`src/rtl/frame_reader.sv`:
```
// Streams one stored frame from memory_block as a byte stream; FRAME_READER_FCS_EN appends the Ethernet FCS.
// Latency: start sampled at edge N -> first tx_valid after edge N+2; one byte/cycle thereafter.
// Backpressure: reads are credit-limited to a 4-entry buffer; tx_* holds stable while tx_ready is low.

module fifo #(
    parameter int DEPTH = 4,
    parameter int W     = 8,
    parameter int AW    = $clog2(DEPTH)
) (
    input  logic          clk,
    input  logic          rst,
    input  logic          wr_vld,
    input  logic [W-1:0]  wr_dat,
    input  logic          rd_rdy,
    output logic          rd_vld,
    output logic [W-1:0]  rd_dat,
    output logic [AW:0]   count
);
    // Generic power-of-two FIFO, head exposed combinationally from storage.
    // Latency: a write is visible at the head the cycle after it is taken.
    // Backpressure: writes into a full FIFO are dropped unless a read frees a slot that cycle.

    logic [W-1:0]  mem [DEPTH];
    logic [AW-1:0] wr_ptr;
    logic [AW-1:0] rd_ptr;
    logic          do_wr;
    logic          do_rd;

    assign rd_vld = (count != '0);
    assign rd_dat = mem[rd_ptr];
    assign do_rd  = rd_vld && rd_rdy;
    assign do_wr  = wr_vld && ((count != (AW+1)'(DEPTH)) || do_rd);

    always_ff @(posedge clk or posedge rst) begin
        if (rst) begin
            wr_ptr <= '0;
            rd_ptr <= '0;
            count  <= '0;
            for (int i = 0; i < DEPTH; i++) mem[i] <= '0;
        end else begin
            if (do_wr) begin
                mem[wr_ptr] <= wr_dat;
                wr_ptr      <= wr_ptr + AW'(1);
            end
            if (do_rd) rd_ptr <= rd_ptr + AW'(1);
            case ({do_wr, do_rd})
                2'b10:   count <= count + (AW+1)'(1);
                2'b01:   count <= count - (AW+1)'(1);
                default: ;
            endcase
        end
    end
endmodule

module frame_reader #(
    parameter int SIZE  = 1024,
    parameter int WIDTH = $clog2(SIZE),
    parameter int LEN_W = 11
) (
    input  logic             clk,
    input  logic             rst,
    input  logic             start,
    input  logic [WIDTH-1:0] base_addr,
    input  logic [LEN_W-1:0] length,
    output logic [WIDTH-1:0] addr_r,
    input  logic [7:0]       data_r,
    output logic [7:0]       tx_data,
    output logic             tx_valid,
    input  logic             tx_ready,
    output logic             tx_last,
    output logic             busy,
    output logic             done
);
    localparam int CAP = 4;

    typedef enum logic [1:0] {IDLE, FETCH, DRAIN, FCS} state_t;

    state_t           state;
    logic [LEN_W-1:0] rem;        // reads still to issue
    logic [LEN_W:0]   send_rem;   // bytes still to hand over, FCS included
    logic [LEN_W:0]   total;
    logic             p1;         // addr_r holds a read the memory samples next edge
    logic             p2;         // data_r carries a byte to capture next edge
    logic [2:0]       cnt;
    logic [3:0]       in_use;
    logic             credit;
    logic             pop;
    logic             final_hs;
    logic             accept;
    logic             push;
    logic [7:0]       push_dat;

    assign pop      = tx_valid && tx_ready;
    assign final_hs = pop && (send_rem == (LEN_W+1)'(1));
    assign tx_last  = tx_valid && (send_rem == (LEN_W+1)'(1));
    assign in_use   = {1'b0, cnt} + {3'b0, p1} + {3'b0, p2};
    assign credit   = in_use < 4'(CAP);
    assign accept   = (state == IDLE) && start && (length != '0);

`ifdef FRAME_READER_FCS_EN
    logic [31:0] crc;
    logic [31:0] fcs_val;
    logic [2:0]  fcs_cnt;
    logic        fcs_push;

    function automatic logic [31:0] crc_step(input logic [31:0] c, input logic [7:0] d);
        logic [31:0] r;
        r = c ^ {24'h0, d};
        for (int i = 0; i < 8; i++)
            r = r[0] ? ((r >> 1) ^ 32'hEDB8_8320) : (r >> 1);
        return r;
    endfunction

    assign fcs_val  = ~crc;
    assign fcs_push = (state == FCS) && (fcs_cnt != 3'd4) && (cnt != 3'(CAP));
    assign push     = p2 || fcs_push;
    assign push_dat = p2 ? data_r : fcs_val[{fcs_cnt[1:0], 3'b000} +: 8];
    assign total    = (LEN_W+1)'(length) + (LEN_W+1)'(4);

    always_ff @(posedge clk or posedge rst) begin
        if (rst) begin
            crc     <= '1;
            fcs_cnt <= '0;
        end else if (accept) begin
            crc     <= '1;
            fcs_cnt <= '0;
        end else begin
            if (p2)       crc     <= crc_step(crc, data_r);
            if (fcs_push) fcs_cnt <= fcs_cnt + 3'd1;
        end
    end
`else
    assign push     = p2;
    assign push_dat = data_r;
    assign total    = (LEN_W+1)'(length);
`endif

    fifo #(.DEPTH(CAP), .W(8)) u_buf (
        .clk    (clk),
        .rst    (rst),
        .wr_vld (push),
        .wr_dat (push_dat),
        .rd_rdy (tx_ready),
        .rd_vld (tx_valid),
        .rd_dat (tx_data),
        .count  (cnt)
    );

    always_ff @(posedge clk or posedge rst) begin
        if (rst) begin
            state    <= IDLE;
            addr_r   <= '0;
            rem      <= '0;
            send_rem <= '0;
            p1       <= 1'b0;
            p2       <= 1'b0;
            busy     <= 1'b0;
            done     <= 1'b0;
        end else begin
            done <= 1'b0;
            p2   <= p1;
            p1   <= 1'b0;
            case (state)
                IDLE: if (accept) begin
                    addr_r   <= base_addr;
                    rem      <= length - LEN_W'(1);
                    send_rem <= total;
                    p1       <= 1'b1;
                    busy     <= 1'b1;
                    state    <= FETCH;
                end
                FETCH: begin
                    if (rem == '0) begin
                        state <= DRAIN;
                    end else if (credit) begin
                        addr_r <= addr_r + WIDTH'(1);
                        rem    <= rem - LEN_W'(1);
                        p1     <= 1'b1;
                    end
                end
`ifdef FRAME_READER_FCS_EN
                // Hand over to FCS as the last data byte is captured so no bubble appears.
                DRAIN: if (!p1) state <= FCS;
`endif
                default: ;
            endcase
            if (pop) send_rem <= send_rem - (LEN_W+1)'(1);
            if (final_hs) begin
                state <= IDLE;
                busy  <= 1'b0;
                done  <= 1'b1;
            end
        end
    end
endmodule

```
`config.mk`:
```
export PLATFORM = sky130hd
export DESIGN_NAME = frame_reader
export DESIGN_NICKNAME = d
export VERILOG_FILES = /design/src/rtl/frame_reader.sv
export SDC_FILE = /design/constraint.sdc
export NUM_CORES = 1
export LEC_CHECK = 0
export CAP_MARGIN = 20
export CORE_ASPECT_RATIO = 1.5
export CORE_MARGIN = 2
export CORE_UTILIZATION = 30
export CTS_BUF_LIST = sky130_fd_sc_hd__clkbuf_2 sky130_fd_sc_hd__clkbuf_4 sky130_fd_sc_hd__clkbuf_8
export DETAILED_ROUTE_END_ITERATION = 8
export GPL_TIMING_DRIVEN = 0
export SLEW_MARGIN = 20
export SYNTH_ARGS = -nofsm -noshare
export SYNTH_HDL_FRONTEND = slang
export SYNTH_SLANG_ARGS = --single-unit
```
`constraint.sdc`:
```
create_clock -name clk -period 3.2 [get_ports clk]
set_clock_uncertainty 0.05 [all_clocks]
set_input_delay 0.48 -clock clk [delete_from_list [all_inputs] [get_ports clk]]
set_output_delay 0.48 -clock clk [all_outputs]
set_load 0.02 [all_outputs]
```
==> flow_metrics.env <==
export IMPL_finalCriticalPeriod_ps=3020
export IMPL_ir_worst_vdd_mv=0.411
export IMPL_drv_cap=0
export IMPL_vias_per_cell=5.23
export IMPL_p_per_area_nw_per_um2=900
export IMPL_syn_area_um2=4330
export IMPL_comb_power_share_pct=48.4
export IMPL_power_switching_mw=1.92
export IMPL_setup_worst_path_end_class="flip-flop"
export IMPL_avgRoutedWirePerCell_um=16.8
export IMPL_ys_warn_count=0
export IMPL_grtUsageTotal_pct=15.2
export IMPL_cts_root_buf="clkbuf_8"
export IMPL_vias=3499
export IMPL_post_route_period_util_pct=94.5
export IMPL_diodes=0
export IMPL_seqPwrFrac_pct=38.4
export IMPL_drc=0
export IMPL_fill_cells=1424
export IMPL_start_util_pct=30.8
export IMPL_coreArea_um2=14100
export IMPL_clock_latency_ps=350
export IMPL_grt_ovfl_total=0
export IMPL_antenna_found_initial=0
export IMPL_synth_async_sr_flop_share_pct=100
export IMPL_clk_path_buf_depth=2
export IMPL_layout_drive_gt1_share_pct=18.4
export IMPL_dr_pass1_iters=4
export IMPL_fp_dieH_um=151
export IMPL_grt_max_degree=59
export IMPL_arrival_ps=3240
export IMPL_worstPathRequired_ps=3420
export IMPL_max_freq_mhz=331
export IMPL_syn_to_final_growth_pct=22.9
export IMPL_grt_pass1_vias=3649
export IMPL_synth_avg_cell_area_um2=10.6
export IMPL_globalplace_congestion=0.918
export IMPL_worst_slew_pin_slew_ps=607
export IMPL_cts_sinks=78
export IMPL_synth_ff_type="dfrtp_1"
export IMPL_rsz0062_at_grt="no"
export IMPL_ios=55
export IMPL_drt_iter0_markers=197
export IMPL_fin_util_pct=37.8
export IMPL_p_leak_nw=2.15
export IMPL_portBuffers=54
export IMPL_ctsHtreeMaxLevel=3
export IMPL_final_common_cell="dfrtp_1"
export IMPL_p_int_mw=2.86
export IMPL_cts_tree="done"
export IMPL_synth_seq_area_share_pct=45.1
export IMPL_die_w_um=102
export IMPL_final_nets=519
export IMPL_layout_common_cells="dfrtp_1 (78), clkdlybuf4s50_1 (54), nand2_1 (39)"
export IMPL_critPathMaxFanout=10
export IMPL_cp_start_kind="flip-flop"
export IMPL_synthCells=407
export IMPL_report_final_slew_viol_count=0
export IMPL_cts_hold_buffers=0
export IMPL_synth_nets=451
export IMPL_ys_types=67
export IMPL_numCtsBuffers=9
export IMPL_slew_headroom_pct=59.2
export IMPL_hp_class="reg2reg"
export IMPL_drt_wl_total_mm=11.2
export IMPL_ys_ff_latch=78
export IMPL_finalHoldViolCount=0
export IMPL_outcome="completed"
export IMPL_drtAntennaViolNets=0
export IMPL_hpwl_mm=8.30
export IMPL_synth_edff_count=0
export IMPL_grt_pass1_wl_mm=18.2
export IMPL_setup_violations=0
export IMPL_swShare_pct=40.2
export IMPL_final_cells=669
export IMPL_clk_pin_slew_ps=80
export IMPL_placed_cells_incl_taps=654
export IMPL_total_power_mw=4.79
export IMPL_rows=53
export IMPL_clock_power_share_pct=13.2
export IMPL_worst_setup_path_type="reg2reg"
export IMPL_dieArea_um2=15400
worst paths after layout:
path,from,end,slack [ps],cells after the start
max in group asynchronous,rst,rem[3],2120,3
worst max register to register,state[1],rem[8],180,11
worst min register to register,p1,p2,340,0
worst min-delay path,p1,p2,340,0
min in group asynchronous,rst,u_buf.count[2],390,2
worst max-delay path,state[1],rem[8],180,11
layout make-up:
cell class | instances | area, um^2 | share of cell area (%)
plain buffers | 16 | 93.8 | 1.76
clock buffers | 11 | 139 | 2.61
clock inverters | 2 | 12.5 | 0.235
inverters | 14 | 55.1 | 1.04
multi-input cells | 299 | 2240 | 42.2
flip-flops and latches | 78 | 1950 | 36.7
well taps | 192 | 240 | 4.52
repair buffers | 57 | 583 | 11.0
Yosys cell counts (5+ instances only):
| master | n | area (um^2) |
|---|---|---|
| dfrtp_1 | 78 | 1950 |
| nand2_1 | 39 | 146 |
| mux2_2 | 33 | 372 |
| a21oi_1 | 29 | 145 |
| nor2_1 | 29 | 109 |
| o21ai_0 | 20 | 100 |
| nand3_1 | 17 | 85.1 |
| inv_1 | 13 | 48.8 |
| nor3_1 | 12 | 60.1 |
| ha_1 | 10 | 125 |
| mux2i_1 | 10 | 100 |
| buf_2 | 8 | 40.0 |
| mux4_2 | 8 | 180 |
| xnor2_1 | 7 | 61.3 |
| o211ai_1 | 5 | 37.5 |
per-layer routing:
| layer | part of all wire, % | vias up | GRT usage, % | wire (um) |
|---|---|---|---|---|
| met5 | 0 | - | 0 | 0 |
| met4 | 2.2 | 0 | 5.47 | 247 |
| met3 | 5.0 | 23 | 3.05 | 556 |
| met2 | 53 | 112 | 27.4 | 5970 |
| met1 | 40 | 1735 | 17.5 | 4450 |
| li1 | - | 1629 | - | - |
what timing repair did:
action,CTS,global route
pin swaps,0,1
resized for setup,4,2
setup endpoints to repair,2,2
setup buffers,0,2
power by group through the flow:
stage                     registers [mW]  logic, mW  clock network [mW]
after global placement              1.81       2.25                   0
final                               1.84       2.32               0.633
after detailed placement            1.84       2.32                   0
after floorplan                     1.82       1.51                   0
after CTS                           1.83       2.34               0.648
after global routing                1.90       2.54               0.693
kinds of logic (layout without fill, tap and decap cells):
logic type | count (synthesis) | count (layout) | share of synthesized area, %
buf+inv | 30 | 100 | 3.18
mux | 51 | 51 | 15.1
fa+ha+maj | 11 | 11 | 3.35
simple gates | 134 | 134 | 16.7
flops | 78 | 78 | 45.1
compound gates | 94 | 94 | 14.7
xor+xnor | 9 | 9 | 1.82
metrics by stage:
stage	hold slack (ps)	TNS, ps	setup slack (ps)	cell area, um^2
after floorplan	304	0	484	4330
after global placement	315	-50990	-659	5110
after detailed placement	320	-187	-164	5140
after CTS	341	0	44.1	5300
after global routing	348	0	23.1	5320
final	338	0	178	5320
registers in the layout (all words and copies together), names as in the netlist, 2 cells and up:
signal and cells:
addr_r 10, rem 11, send_rem 12, state 2, u_buf.count 3, u_buf.mem 32, u_buf.rd_ptr 2, u_buf.wr_ptr 2
critical path, cell delays in order, from the launching register on:
cell	delay, ps
dfrtp_1	420
nand2b_2	200
clkbuf_4	220
buf_4	200
buf_4	210
mux2i_1	230
ha_2	240
nor2b_1	200
nand3_1	190
a22oi_2	240
mux2_2	360
a211oi_2	180
No activity file was read; power rests on OpenSTA's default activity.
